===== config.mk =====
export PLATFORM = sky130hd
export DESIGN_NAME = pc_fetch_sequencer
export DESIGN_NICKNAME = d
export VERILOG_FILES = /design/src/rtl/fetch_pkg.sv /design/src/rtl/pc_fetch_sequencer_next_pc_sel.sv /design/src/rtl/pc_fetch_sequencer.sv
export SDC_FILE = /design/constraint.sdc
export NUM_CORES = 1
export LEC_CHECK = 0
export CAP_MARGIN = 20
export CORE_UTILIZATION = 50
export CTS_BUF_LIST = sky130_fd_sc_hd__clkbuf_2 sky130_fd_sc_hd__clkbuf_4 sky130_fd_sc_hd__clkbuf_8
export CTS_CLUSTER_SIZE = 28
export DETAILED_ROUTE_END_ITERATION = 7
export HOLD_SLACK_MARGIN = 0.02
export PLACE_DENSITY = 0.87
export REMOVE_ABC_BUFFERS = 1
export SETUP_SLACK_MARGIN = 0.3
export SYNTH_ARGS = -nofsm -noshare
export SYNTH_HDL_FRONTEND = slang
export SYNTH_SLANG_ARGS = --single-unit
export TNS_END_PERCENT = 30

===== constraint.sdc =====
create_clock -name clk -period 2.81 [get_ports clk]
set_input_delay 0.562 -clock clk [delete_from_list [all_inputs] [get_ports clk]]
set_output_delay 0.562 -clock clk [all_outputs]
set_load 0.02 [all_outputs]

===== src/rtl/fetch_pkg.sv =====
// ---------------------------------------------------------------------------
// fetch_pkg
// Shared types and opcode constants for the fetch sequencer.
// Revision: 1.0
// ---------------------------------------------------------------------------
`default_nettype none

package fetch_pkg;

  // Sequencer states
  typedef enum logic [2:0] {
    ST_IDLE    = 3'd0,
    ST_FETCH   = 3'd1,
    ST_ISSUE   = 3'd2,
    ST_RESOLVE = 3'd3,
    ST_HALT    = 3'd4
  } state_t;

  // Opcode field positions
  localparam int BR_CLASS_BIT = 15;
  localparam int NT_HINT_BIT  = 14;

  // Major opcode that stops the sequencer
  localparam logic [3:0] HALT_OP = 4'hF;

  // Sequential PC increment
  localparam int PC_STEP = 2;

  // True when the major opcode field encodes HALT
  function automatic logic is_halt_op(input logic [3:0] op);
    return (op == HALT_OP);
  endfunction

endpackage

`default_nettype wire


===== src/rtl/pc_fetch_sequencer_next_pc_sel.sv =====
// ---------------------------------------------------------------------------
// next_pc_sel
// Next-PC arithmetic: sequential step, or halfword-aligned branch target
// when a resolved branch is being applied and was taken.
// Revision: 1.0
// ---------------------------------------------------------------------------
`default_nettype none

module next_pc_sel #(
  parameter int ADDR_W = 32,
  parameter int STEP   = 2
) (
  input  logic [ADDR_W-1:0] pc,
  input  logic              taken,
  input  logic [ADDR_W-1:0] target,
  input  logic              sel,
  output logic [ADDR_W-1:0] next_pc
);

  logic [ADDR_W-1:0] seq_pc;
  logic [ADDR_W-1:0] aligned_target;

  // Add wraps naturally modulo 2^ADDR_W
  assign seq_pc         = pc + ADDR_W'(STEP);
  // Odd targets are truncated to the halfword boundary
  assign aligned_target = {target[ADDR_W-1:1], 1'b0};
  assign next_pc        = (sel && taken) ? aligned_target : seq_pc;

endmodule

`default_nettype wire


===== src/rtl/pc_fetch_sequencer.sv =====
// ---------------------------------------------------------------------------
// pc_fetch_sequencer
// Owns the PC, fetches one instruction at a time, offers it to decode and
// chooses the next PC (sequential, static not-taken, or resolved branch).
// Revision: 1.0
// ---------------------------------------------------------------------------
`default_nettype none

module pc_fetch_sequencer
  import fetch_pkg::*;
#(
  parameter int                ADDR_W   = 32,
  parameter int                INSTR_W  = 20,
  parameter logic [ADDR_W-1:0] RESET_PC = 32'h0000_0000,
  parameter int                PC_STEP  = fetch_pkg::PC_STEP
) (
  input  logic               clk,
  input  logic               rst,
  output logic               imem_req,
  output logic [ADDR_W-1:0]  imem_addr,
  input  logic               imem_ack,
  input  logic [INSTR_W-1:0] imem_rdata,
  output logic               instr_valid,
  output logic [INSTR_W-1:0] instr,
  output logic [ADDR_W-1:0]  instr_pc,
  input  logic               dec_ready,
  input  logic               br_valid,
  input  logic               br_taken,
  input  logic [ADDR_W-1:0]  br_target,
  output logic               halted
);

  state_t            state;
  logic [ADDR_W-1:0] pc;
  logic [ADDR_W-1:0] next_pc;
  logic              resolving;
  logic              needs_resolve;

  // Target selection only applies while a branch outcome is being consumed
  assign resolving     = (state == ST_RESOLVE);
  // Branch-class without the static not-taken hint waits for execute
  assign needs_resolve = instr[BR_CLASS_BIT] && !instr[NT_HINT_BIT];

  next_pc_sel #(
    .ADDR_W (ADDR_W),
    .STEP   (PC_STEP)
  ) u_next_pc_sel (
    .pc      (pc),
    .taken   (br_taken),
    .target  (br_target),
    .sel     (resolving),
    .next_pc (next_pc)
  );

  // The fetch address is always the architectural PC register
  assign imem_addr = pc;

  // Sequencer FSM with registered handshake outputs
  always_ff @(posedge clk) begin
    if (rst) begin
      state       <= ST_IDLE;
      pc          <= RESET_PC;
      imem_req    <= 1'b0;
      instr_valid <= 1'b0;
      instr       <= '0;
      instr_pc    <= '0;
      halted      <= 1'b0;
    end else begin
      case (state)
        ST_IDLE: begin
          state    <= ST_FETCH;
          imem_req <= 1'b1;
        end

        ST_FETCH: begin
          if (imem_ack) begin
            instr    <= imem_rdata;
            instr_pc <= pc;
            imem_req <= 1'b0;
            if (is_halt_op(imem_rdata[INSTR_W-1 -: 4])) begin
              state  <= ST_HALT;
              halted <= 1'b1;
            end else begin
              state       <= ST_ISSUE;
              instr_valid <= 1'b1;
            end
          end
        end

        ST_ISSUE: begin
          if (dec_ready) begin
            instr_valid <= 1'b0;
            if (needs_resolve) begin
              state <= ST_RESOLVE;
            end else begin
              pc       <= next_pc;
              state    <= ST_FETCH;
              imem_req <= 1'b1;
            end
          end
        end

        ST_RESOLVE: begin
          if (br_valid) begin
            pc       <= next_pc;
            state    <= ST_FETCH;
            imem_req <= 1'b1;
          end
        end

        ST_HALT: begin
          state <= ST_HALT;
        end

        default: begin
          state <= ST_IDLE;
        end
      endcase
    end
  end

endmodule

`default_nettype wire


==> flow_metrics.py, run 1 <==
metrics = {
    "sta": {
        "whs_ns": 0.456,
        "post-route-period-util": 0.792,
        "rsz0062_at_grt": "no",
        "fin_skew_ns": 0.00882,
        "setup_tns_ns": 0,
        "hold_viol": 0,
        "fmax_mhz": 450,
        "worstMarginPinSlew_ns": 0.711,
        "slew_headroom": 0.525,
        "fin_ws_ns": 0.585,
        "finalCriticalPeriod_ns": 2.22,
        "drv_slew": 0,
        "finalSetupViolCount": 0,
    },
    "clock_network": {
        "root_buffer": "clkbuf_8",
        "cts_tree": "built",
        "h-tree-depth": 3,
        "insertion_delay_ns": 0.36,
        "max-clock-path-buffers": 2,
        "cts_resized": 0,
        "postCtsSetupRepairBufs": 0,
        "cts_inserted_buffers": 9,
        "clock-sinks": 88,
        "clkSlewWorstSetupHoldPaths_ns": 0.09,
        "ctsHoldBuffers": 0,
    },
    "yosys": {
        "synth_warnings": 0,
        "yosysSeqAreaShare": 0.426,
        "synthDistinctLibCells": 57,
        "syn-cell-area_sq_um": 4140,
        "synth-main-ff-cell": "dfxtp_1",
        "async_flop_share": 0,
        "synth_edf_count": 0,
        "netlist_instances": 547,
        "syn_area_per_cell_sq_um": 7.56,
        "ys_seq_elements": 88,
    },
    "power_and_ir_drop": {
        "p_clk_frac": 0.319,
        "peakVddDrop_mv": 0.278,
        "pwr-share-seq": 0.527,
        "internal-power_mw": 1.78,
        "power.share.combinational": 0.153,
        "total_leakage_power_nw": 1.87,
        "power.total_mw": 2.49,
        "sw_frac_of_total": 0.286,
        "power.density_nw_per_um2": 432,
        "p_switching_mw": 0.710,
    },
    "placement": {
        "dp_hpwl_um": 7990,
        "pre_cts_ws_ns": 0.238,
        "place_inst": 753,
        "place_congestion": 0.855,
        "io_buffers": 141,
    },
    "die": {
        "die_h_um": 93.0,
        "die_w_um": 93.0,
        "core_sq_um": 7850,
        "io_pins": 145,
        "die-area_sq_um": 8640,
        "start_util": 0.527,
        "std_cell_rows": 32,
    },
    "global_route": {
        "grt_use_total": 0.271,
        "grt_max_degree": 50,
        "antenna_found_initial": 0,
        "grt_overflow_total": 0,
        "grt_pass1_vias": 4048,
        "grt_pass1_wl_um": 19100,
    },
    "setup_path": {
        "critPathKind": "in -> reg",
        "cp_data_required_time_ns": 3.10,
        "arrival_ns": 2.51,
        "rrSetupSlack_ns": 0.63,
        "r2r_end": "imem_addr[29]",
        "crit_path_max_fanout": 15,
        "startpoint_type": "input port",
        "worstReg2RegStart": "imem_addr[1]",
        "endpoint_kind": "flop",
        "reg2reg_depth": 6,
    },
    "detailed_routing": {
        "routed_wirelength_um": 11700,
        "vias_per_cell": 5.82,
        "drc": 0,
        "wl_per_cell_um": 15.2,
        "drt_pass1_iterations": 5,
        "final_antenna_net_count": 0,
        "vias": 4473,
        "dr.first_iter.drc_count": 339,
    },
    "layout": {
        "layout_commonest_cell": "clkdlybuf4s50_1",
        "drive_gt1_frac": 0.0645,
        "final_cell_mix": "clkdlybuf4s50_1 (140), nand2_1 (132), dfxtp_1 (88)",
        "syn_to_final_growth_pct": 39.0,
        "stdcell_count": 769,
        "num_antenna_cells": 0,
        "fin_nets": 721,
    },
    "worst_hold_path": {
        "hold_depth": 2,
        "whs_endpoint": "instr[18]",
        "hp-start": "instr[18]",
        "hp-class": "reg -> reg",
    },
    "run_status": {
        "status": "finished, final reports clean",
    },
    "job": {
        "maxCapViolCount": 0,
    },
}
==> how the worst max path moves through the flow <==
stage | from | to | slack (ns) | cells past startpoint
2_1_floorplan | br_valid | imem_addr[16] | 0.45 | 5
3_3_place_gp | br_valid | imem_addr[16] | 0.31 | 7
3_5_place_dp | br_valid | imem_addr[16] | 0.24 | 7
4_1_cts | br_valid | imem_addr[16] | 0.61 | 7
5_1_grt | br_valid | imem_addr[16] | 0.44 | 7
6_report | br_valid | imem_addr[16] | 0.59 | 7
==> cells in the mapped netlist, drive strengths merged, types with 5 or more instances <==
| master | number | share of area |
|---|---|---|
| inv | 8 | 0.0073 |
| or3 | 5 | 0.0076 |
| a211oi | 10 | 0.019 |
| and2 | 5 | 0.0076 |
| clkbuf | 24 | 0.022 |
| nor2 | 23 | 0.021 |
| dfxtp | 88 | 0.43 |
| nand3 | 17 | 0.022 |
| o22ai | 7 | 0.011 |
| o21ai | 18 | 0.022 |
| nor3 | 11 | 0.015 |
| a21oi | 82 | 0.099 |
| nand2 | 134 | 0.12 |
| and3 | 10 | 0.015 |
| buf | 25 | 0.032 |
| nand4 | 16 | 0.024 |
| a31oi | 13 | 0.020 |
==> power groups by stage <==
stage	registers (mW)	clock network, mW	logic (mW)
2_1_floorplan	1.37	0	0.125
3_3_place_gp	1.34	0	0.371
3_5_place_dp	1.34	0	0.379
4_1_cts	1.31	0.801	0.381
5_1_grt	1.32	0.852	0.412
6_report	1.31	0.794	0.381
==> cell type report <==
class,count,area [sq um]
multi-input cells,403,2140
fillers,621,2090
flip-flops and latches,88,1760
repair buffers,152,1530
well taps,102,128
clock buffers,9,124
clock inverters,7,47.5
inverters,8,30.0
==> per-layer routing <==
metal / share of wire / track usage
met1: 0.43 / 0.363
met2: 0.48 / 0.433
met3: 0.070 / 0.0504
met4: 0.017 / 0.104
met5: 0 / 0
==> worst max-delay path, stage by stage <==
cell,delay [ns]
clkdlybuf4s50_1,0.45
and4b_1,0.24
a31oi_2,0.58
buf_4,0.26
or3_1,0.11
o21ai_0,0.09
a211oi_2,0.21
==> through the flow <==
step,util,instance area [sq um]
6_report,0.733,5750
5_1_grt,0.733,5750
4_1_cts,0.733,5750
3_5_place_dp,0.711,5580
3_3_place_gp,0.711,5580
2_1_floorplan,-,3920
==> state kept, by name (all words and copies together), names as in the netlist <==
register	count
halted	1
instr	20
imem_addr	31
instr_valid	1
instr_pc	31
state	3
imem_req	1
==> cell families (layout without fill, tap and decap cells) <==
| logic type | count (synthesis) | count (layout) | share of synthesized area |
|---|---|---|---|
| and+or+nand+nor | 240 | 240 | 0.275 |
| AOI/OAI and AO/OA | 158 | 158 | 0.229 |
| adders and majority gates | 1 | 1 | 0.00302 |
| buffers and inverters | 57 | 176 | 0.0614 |
| DFF | 88 | 88 | 0.426 |
| other | 1 | 2 | 0.000906 |
| muxes | 2 | 2 | 0.00484 |
No activity file was read; power rests on OpenSTA's default activity.
==> run 2, diff against run 1 <==
Settings changed: CORE_UTILIZATION 50 to 47, PLACE_DENSITY 0.87 to 0.83.
Clock period 2.81 ns to 2.25 ns, I/O delays scaled along.
==> flow_metrics.py, run 2 (synthesized netlist as in run 1, its figures left out) <==
metrics = {
    "layout": {
        "syn_to_final_growth_pct": 43.1,
        "final_cell_mix": "clkdlybuf4s50_1 (139), nand2_1 (132), dfxtp_1 (86)",
        "fin_nets": 736,
        "final_util": 0.706,
        "stdcell_count": 785,
        "layout_commonest_cell": "clkdlybuf4s50_1",
        "num_antenna_cells": 0,
        "drive_gt1_frac": 0.0882,
    },
    "job": {
        "maxCapViolCount": 0,
    },
    "global_route": {
        "grt_use_total": 0.255,
        "antenna_found_initial": 0,
        "grt_max_degree": 64,
        "grt_overflow_total": 0,
        "grt_pass1_wl_um": 18600,
        "grt_pass1_vias": 4033,
    },
    "clock_network": {
        "clkSlewWorstSetupHoldPaths_ns": 0.08,
        "insertion_delay_ns": 0.35,
        "clock-sinks": 88,
        "cts_tree": "built",
        "h-tree-depth": 3,
        "root_buffer": "clkbuf_8",
        "max-clock-path-buffers": 2,
        "cts_inserted_buffers": 9,
    },
    "die": {
        "die_w_um": 95.8,
        "die-area_sq_um": 9180,
        "core_sq_um": 8380,
        "start_util": 0.494,
        "io_pins": 145,
        "std_cell_rows": 33,
        "die_h_um": 95.8,
    },
    "setup_path": {
        "crit_path_max_fanout": 8,
        "arrival_ns": 1.50,
        "cpLargestDelayFamily": "buffers and inverters",
        "critPathKind": "reg -> out",
        "crit_buf_inv": 1,
        "cp_data_required_time_ns": 1.80,
        "worstPathCellList": "clkdlybuf4s50_1",
        "crit_path_max_incr_delay_ns": 0.69,
        "startpoint_type": "flop",
        "slowest_stage": "clkdlybuf4s50_1",
        "endpoint_kind": "primary output",
    },
    "sta": {
        "post-route-period-util": 0.865,
        "drv_slew": 0,
        "fin_skew_ns": 0.00756,
        "finalCriticalPeriod_ns": 1.95,
        "rsz0062_at_grt": "yes",
        "finalSetupViolCount": 0,
        "fmax_mhz": 514,
        "fin_ws_ns": 0.304,
        "hold_viol": 0,
        "whs_ns": 0.455,
    },
    "detailed_routing": {
        "drt_pass1_iterations": 5,
        "wl_per_cell_um": 15.0,
        "vias_per_cell": 5.63,
        "dr.first_iter.drc_count": 240,
        "vias": 4421,
        "routed_wirelength_um": 11800,
        "drc": 0,
        "final_antenna_net_count": 0,
    },
    "power_and_ir_drop": {
        "p_clk_frac": 0.310,
        "peakVddDrop_mv": 0.373,
        "internal-power_mw": 2.25,
        "p_switching_mw": 0.844,
        "power.share.combinational": 0.165,
        "power.total_mw": 3.10,
        "total_leakage_power_nw": 1.99,
        "sw_frac_of_total": 0.272,
        "power.density_nw_per_um2": 523,
        "pwr-share-seq": 0.525,
    },
    "placement": {
        "pre_cts_ws_ns": 0.0243,
        "io_buffers": 141,
        "place_congestion": 0.830,
        "place_inst": 769,
        "dp_hpwl_um": 7910,
    },
    "worst_hold_path": {
        "hp-class": "reg -> reg",
    },
    "run_status": {
        "status": "finished, final reports clean",
    },
}
==> run 2: changes by cell type in the layout (fill, tap and decap cells not counted), moves of 2 or more <==
cell and delta:
dfxtp_2 +2, dfxtp_1 -2, buf_4 +11, buf_12 +4
==> run 2: area by class of cell <==
class	count	area [sq um]
fill	693	2460
multi-input combinational	403	2140
sequential	88	1760
timing repair buffer	167	1690
clock buffer	10	138
tap	105	131
inverter	8	30.0
clock inverter	4	22.5
==> run 2: path summary, 6_finish.rpt <==
kind                start            end  slack, ns  cells after the start
max reg2reg  imem_addr[9]  imem_addr[17]       0.39                      5
min reg2reg  instr_pc[10]   instr_pc[10]       0.45                      2
min          instr_pc[10]   instr_pc[10]       0.45                      2
max          imem_addr[6]   imem_addr[6]       0.30                      1
==> run 2: metrics by stage <==
| stage | cell area [sq um] | setup TNS, ns |
|---|---|---|
| after floorplan | 3920 | -0.0129 |
| after global placement | 5730 | 0 |
| after detailed placement | 5730 | 0 |
| after CTS | 5910 | 0 |
| after global routing | 5920 | 0 |
| final | 5920 | 0 |
==> run 2: power groups by stage <==
stage                     Clock, mW  Sequential (mW)  Combinational, mW
after floorplan                   0             1.71              0.156
after CTS                     0.974             1.63              0.511
final                         0.959             1.63              0.511
after global routing           1.04             1.63              0.552
after global placement            0             1.66              0.498
after detailed placement          0             1.66              0.509
==> run 2: layer usage <==
metal | track usage | vias up | wire length (um)
li1 | - | 2183 | -
met1 | 0.335 | 2044 | 5110
met2 | 0.420 | 184 | 5680
met3 | 0.0506 | 10 | 869
met4 | 0.0821 | 0 | 101
met5 | 0 | - | 0
==> run 2: what timing repair did <==
action / CTS / global route
endpoints found under the setup margin: 3 / 26
setup buffers: 2 / 0
hold buffers: 0 / 0
gates resized for setup: 0 / 5
pin swaps: 1 / 1
